<file path="src/rtl/pwm_pkg.sv">
// Shared PWM definitions: counter width default, saturation value and FSM states.
package pwm_pkg;

    localparam int unsigned CNT_W_DEF = 18;
    localparam logic [CNT_W_DEF-1:0] CNT_SAT = '1;

    typedef enum logic [1:0] {
        ST_IDLE = 2'd0,
        ST_HIGH = 2'd1,
        ST_LOW  = 2'd2
    } pwm_state_e;

endpackage : pwm_pkg

</file>
<file path="src/rtl/pwm_sync.sv">
// Synchronizer plus history flop for an asynchronous PWM input.
// Rise and fall events see the same pipeline depth, so measured widths are unskewed.
module pwm_sync #(
    parameter int unsigned SYNC_STAGES = 2
) (
    input  logic clk,
    input  logic rst_n,
    input  logic i_async,
    output logic o_level,
    output logic o_rise_c,
    output logic o_fall_c
);

    logic [SYNC_STAGES-1:0] r_sync;
    logic                   r_hist;
    logic [SYNC_STAGES:0]   r_fill;
    logic                   w_armed;
    logic                   w_sync;

    always_ff @(posedge clk or negedge rst_n) begin
        if (!rst_n) begin
            r_sync <= '0;
            r_hist <= 1'b0;
            r_fill <= '0;
        end else begin
            r_sync <= {r_sync[SYNC_STAGES-2:0], i_async};
            r_hist <= r_sync[SYNC_STAGES-1];
            r_fill <= {r_fill[SYNC_STAGES-1:0], 1'b1};
        end
    end

    // Events stay masked until the pipeline holds real samples, so an input
    // already high at reset release is not mistaken for a rising edge.
    assign w_armed  = r_fill[SYNC_STAGES];
    assign w_sync   = r_sync[SYNC_STAGES-1];
    assign o_level  = w_sync;
    assign o_rise_c = w_armed &  w_sync & ~r_hist;
    assign o_fall_c = w_armed & ~w_sync &  r_hist;

endmodule : pwm_sync

</file>
<file path="src/rtl/pwm_capture.sv">
// Measures period and high time of an asynchronous PWM input in clock cycles,
// with a sticky timeout when no complete period arrives before the counter saturates.
module pwm_capture
    import pwm_pkg::*;
#(
    parameter int unsigned CNT_W       = CNT_W_DEF,
    parameter int unsigned SYNC_STAGES = 2
) (
    input  logic             in_10Mhz,
    input  logic             reset,
    input  logic             pwm_in,
    output logic [CNT_W-1:0] period,
    output logic [CNT_W-1:0] high_time,
    output logic             meas_valid,
    output logic             timeout,
    output logic             level
);

    localparam logic [CNT_W-1:0] SAT     = '1;
    localparam logic [CNT_W-1:0] CNT_ONE = CNT_W'(1);

    pwm_state_e       r_state,  w_state_nxt;
    logic [CNT_W-1:0] r_cnt,    w_cnt_nxt;
    logic [CNT_W-1:0] r_hi,     w_hi_nxt;
    logic [CNT_W-1:0] r_period, w_period_nxt;
    logic [CNT_W-1:0] r_high,   w_high_nxt;
    logic             r_valid,  w_valid_nxt;
    logic             r_tout,   w_tout_nxt;
    logic             w_rise;
    logic             w_fall;
    logic             w_sat;

    pwm_sync #(
        .SYNC_STAGES (SYNC_STAGES)
    ) u_sync (
        .clk      (in_10Mhz),
        .rst_n    (reset),
        .i_async  (pwm_in),
        .o_level  (level),
        .o_rise_c (w_rise),
        .o_fall_c (w_fall)
    );

    assign w_sat = (r_cnt == SAT);

    always_ff @(posedge in_10Mhz or negedge reset) begin
        if (!reset) begin
            r_state  <= ST_IDLE;
            r_cnt    <= '0;
            r_hi     <= '0;
            r_period <= '0;
            r_high   <= '0;
            r_valid  <= 1'b0;
            r_tout   <= 1'b0;
        end else begin
            r_state  <= w_state_nxt;
            r_cnt    <= w_cnt_nxt;
            r_hi     <= w_hi_nxt;
            r_period <= w_period_nxt;
            r_high   <= w_high_nxt;
            r_valid  <= w_valid_nxt;
            r_tout   <= w_tout_nxt;
        end
    end

    // Counter reads k in the k-th cycle after a rise event, so a fall after H
    // cycles latches H and the next rise after P cycles captures P.
    always_comb begin
        w_state_nxt  = r_state;
        w_cnt_nxt    = r_cnt;
        w_hi_nxt     = r_hi;
        w_period_nxt = r_period;
        w_high_nxt   = r_high;
        w_valid_nxt  = 1'b0;
        w_tout_nxt   = r_tout;
        case (r_state)
            ST_IDLE: begin
                if (w_rise) begin
                    w_state_nxt = ST_HIGH;
                    w_cnt_nxt   = CNT_ONE;
                end
            end
            ST_HIGH: begin
                if (w_sat) begin
                    w_state_nxt = ST_IDLE;
                    w_tout_nxt  = 1'b1;
                end else if (w_rise) begin
                    w_cnt_nxt = CNT_ONE;
                end else begin
                    w_cnt_nxt = r_cnt + CNT_ONE;
                    if (w_fall) begin
                        w_hi_nxt    = r_cnt;
                        w_state_nxt = ST_LOW;
                    end
                end
            end
            ST_LOW: begin
                if (w_rise) begin
                    w_state_nxt  = ST_HIGH;
                    w_cnt_nxt    = CNT_ONE;
                    w_period_nxt = r_cnt;
                    w_high_nxt   = r_hi;
                    w_valid_nxt  = 1'b1;
                    w_tout_nxt   = 1'b0;
                end else if (w_sat) begin
                    w_state_nxt = ST_IDLE;
                    w_tout_nxt  = 1'b1;
                end else begin
                    w_cnt_nxt = r_cnt + CNT_ONE;
                end
            end
            default: begin
                w_state_nxt = ST_IDLE;
            end
        endcase
    end

    assign period     = r_period;
    assign high_time  = r_high;
    assign meas_valid = r_valid;
    assign timeout    = r_tout;

endmodule : pwm_capture

</file>
<file path="config.mk">
export PLATFORM = sky130hd
export DESIGN_NAME = pwm_capture
export DESIGN_NICKNAME = d
export VERILOG_FILES = /design/src/rtl/pwm_pkg.sv /design/src/rtl/pwm_sync.sv /design/src/rtl/pwm_capture.sv
export SDC_FILE = /design/constraint.sdc
export NUM_CORES = 1
export LEC_CHECK = 0
export BUFFER_PORTS_ARGS = -buffer_cell sky130_fd_sc_hd__buf_2
export CORE_UTILIZATION = 40
export CTS_CLUSTER_DIAMETER = 50
export DETAILED_ROUTE_END_ITERATION = 16
export HOLD_SLACK_MARGIN = 0.08
export PLACE_DENSITY = 0.57
export SETUP_SLACK_MARGIN = 0.1
export SYNTH_ARGS = -nofsm -noshare
export SYNTH_HDL_FRONTEND = slang
export SYNTH_SLANG_ARGS = --single-unit
</file>
<file path="constraint.sdc">
create_clock -name in_10Mhz -period 4.25 [get_ports in_10Mhz]
set_input_delay 0.6375 -clock in_10Mhz [delete_from_list [all_inputs] [get_ports in_10Mhz]]
set_output_delay 0.6375 -clock in_10Mhz [all_outputs]
set_load 0.02 [all_outputs]
</file>
==> metrics.cfg <==
[yosys]
synth_commonest_cells=nand2_1, dfrtp_1, o21ai_0, nand3_1, nor2_1
async_reset_ff_frac=1.00
syn_area_per_cell_um2=10.2
synth_area_leaders=dfrtp_1, nand2_1, mux2_4
ys.flop_type=dfrtp_1
synth_top_area_share=0.588
synth_seq_cells=82
mappedNetlistArea_um2=3490
yosys_warnings=0
synth_edf_count=0
syn_inst=341
synth_cell_types=39
syn_nets=349
yosysMostFrequentCell=nand2_1
synth.largest_area_cell=dfrtp_1
yosysSeqAreaShare=0.588

[clocking]
clkSlewWorstSetupHoldPaths_ns=0.08
clkSinkCount=82
cts_hold_buffers=0
cts_root_buf=clkbuf_8
post_cts_buffers=0
clock_latency_ns=0.36
cts_max_path_buffers=2
htree_levels=3
ctsResizeCount=0
cts_tree=done
numCtsBuffers=9

[global_routing]
grt_pass1_vias=2460
antenna_found_initial=0
grt_max_degree=83
grt_usage=0.178
grt_first_pass_wirelength_mm=12.2
grt_overflow=0

[critical_path]
cp-end-kind=flip-flop
cp_slowest_cell=o31ai_4
ff2ff_setup_slack_ns=1.68
crit_arrival_ns=2.82
worstSetupPathType=flip-flop to flip-flop
cp.required_ns=4.51
worstPathMaxFanout=19
crit_buf_inv=0
timing.rr.start=r_cnt[0]$_DFFE_PN0P_
startpoint=r_cnt[0]$_DFFE_PN0P_
critPathLaunchType=flip-flop
slowest_delay_ns=0.70
cp_cell_sequence=ha_1 -> nand3_2 -> or4_4 -> o31ai_4 -> o21ai_0 -> o31ai_1
crit_family=compound AO/OA/AOI/OAI gates

[sta]
finalHoldViolations=0
grt_setup_unrepaired=false
final_max_slew_viol_count=0
finalSetupViolations=0
post-route-period-util=0.604
min_period_ns=2.57
worst_pin_slew_ns=1.17
slew_headroom=0.217
finalSetupTns_ns=0
fmax_ghz=0.389
finalClockSkew_ns=0.0109

[layout]
drive_above_1_share=0.215
antenna_cells=0
fillCellCount=835
stdcell_count=491
utilization=0.479
fin_nets=389
design_area_um2=3990
synthToLayoutAreaGrowth_pct=14.5

[detailed_routing]
routedWlPerCell_um=14.5
drt-vias-per-instance=5.08
drc=0
vias=2493
dr.pass1.iters=4
antenna_left=0
drt_wl_total_mm=7.13
drt_iter0_drc=150

[floorplan]
initial_core_util=0.418
io_pins=42
dieArea_um2=9100
core_um2=8340
dieWidth_um=95.4
die_h_um=95.4
rows=33

[pwr]
peakVddDrop_v=0.000239
p_leak_uw=0.00207
p_per_area_nw_per_um2=483

[placed_design]
placed_area_um2=3770
place_inst=475
routabilityCongestion=0.829
port_buffers=41
dp_hpwl_mm=4.57

[worst_hold_path]
hold_path.class=flip-flop to flip-flop
hp-start=u_sync.r_sync[0]$_DFF_PN0_

[run]
drv_cap=0

[outcome]
status=completed

==> state kept, by name, summed over array words and instances (netlist names) <==
register	cells
period	18
r_state	2
high_time	18
r_hi	18
u_sync.r_fill	3
u_sync.r_hist	1
timeout	1
u_sync.r_sync	2
r_cnt	18
meas_valid	1
==> layout make-up <==
cell class	count	area, um^2	area share
Inverter	4	15.0	0.00376
Tap cell	105	131	0.0329
Multi-Input combinational cell	241	1350	0.337
Clock buffer	10	138	0.0345
Clock inverter	6	88.8	0.0222
Sequential cell	82	2050	0.514
Timing Repair Buffer	43	223	0.0558
==> where the power goes <==
part           total, uW  internal (uW)  switching [uW]
clock                633            348             285
combinational        420            131             289
sequential           877            832            45.0
==> cells in the final DEF (no fill, tap or decap), types with 2 or more instances in the layout <==
cell	count
a21o_1	2
a21oi_1	7
and2_1	2
and3_1	2
buf_2	40
buf_4	3
bufinv_16	2
clkbuf_8	10
clkinvlp_4	2
dfrtp_1	82
ha_1	5
inv_1	4
mux2_2	9
mux2_4	9
nand2_1	125
nand3_1	13
nand3_2	2
nand4_1	5
nor2_1	13
nor3_1	4
o211ai_1	2
o21ai_0	16
o311ai_0	5
o31ai_1	6
==> through the flow <==
| stage | power, uW | hold slack, ns | setup slack (ns) |
|---|---|---|---|
| after floorplan | 1190 | 0.331 | 2.04 |
| after global placement | 1310 | 0.334 | 1.73 |
| after detailed placement | 1320 | 0.340 | 1.69 |
| after CTS | 1950 | 0.356 | 1.67 |
| after global routing | 2050 | 0.355 | 1.48 |
| final | 1930 | 0.358 | 1.68 |
==> per-layer routing <==
| metal | track usage | share of wire | routed length (um) |
|---|---|---|---|
| met1 | 0.242 | 0.50 | 3600 |
| met5 | 0 | 0 | 0 |
| met4 | 0.0721 | 0.013 | 93 |
| met2 | 0.269 | 0.44 | 3140 |
| met3 | 0.0494 | 0.042 | 298 |
==> kinds of logic after synthesis <==
| group | after synthesis | synth area share |
|---|---|---|
| buf+inv | 18 | 0.0276 |
| mux | 19 | 0.0707 |
| compound gates | 44 | 0.0846 |
| other cells | 1 | 0.00108 |
| fa+ha+maj | 5 | 0.0179 |
| simple gates | 172 | 0.210 |
| flops | 82 | 0.588 |
==> worst paths after layout <==
check,endpoint,cells past startpoint
setup / recovery,r_cnt[3]$_DFFE_PN0P_,6
hold / removal,u_sync.r_sync[1]$_DFF_PN0_,0
setup reg to reg,r_cnt[3]$_DFFE_PN0P_,6
hold reg to reg,u_sync.r_sync[1]$_DFF_PN0_,0
max in group asynchronous,r_cnt[0]$_DFFE_PN0P_,1
min in group asynchronous,high_time[11]$_DFFE_PN0N_,1
No activity file was read; power rests on OpenSTA's default activity.
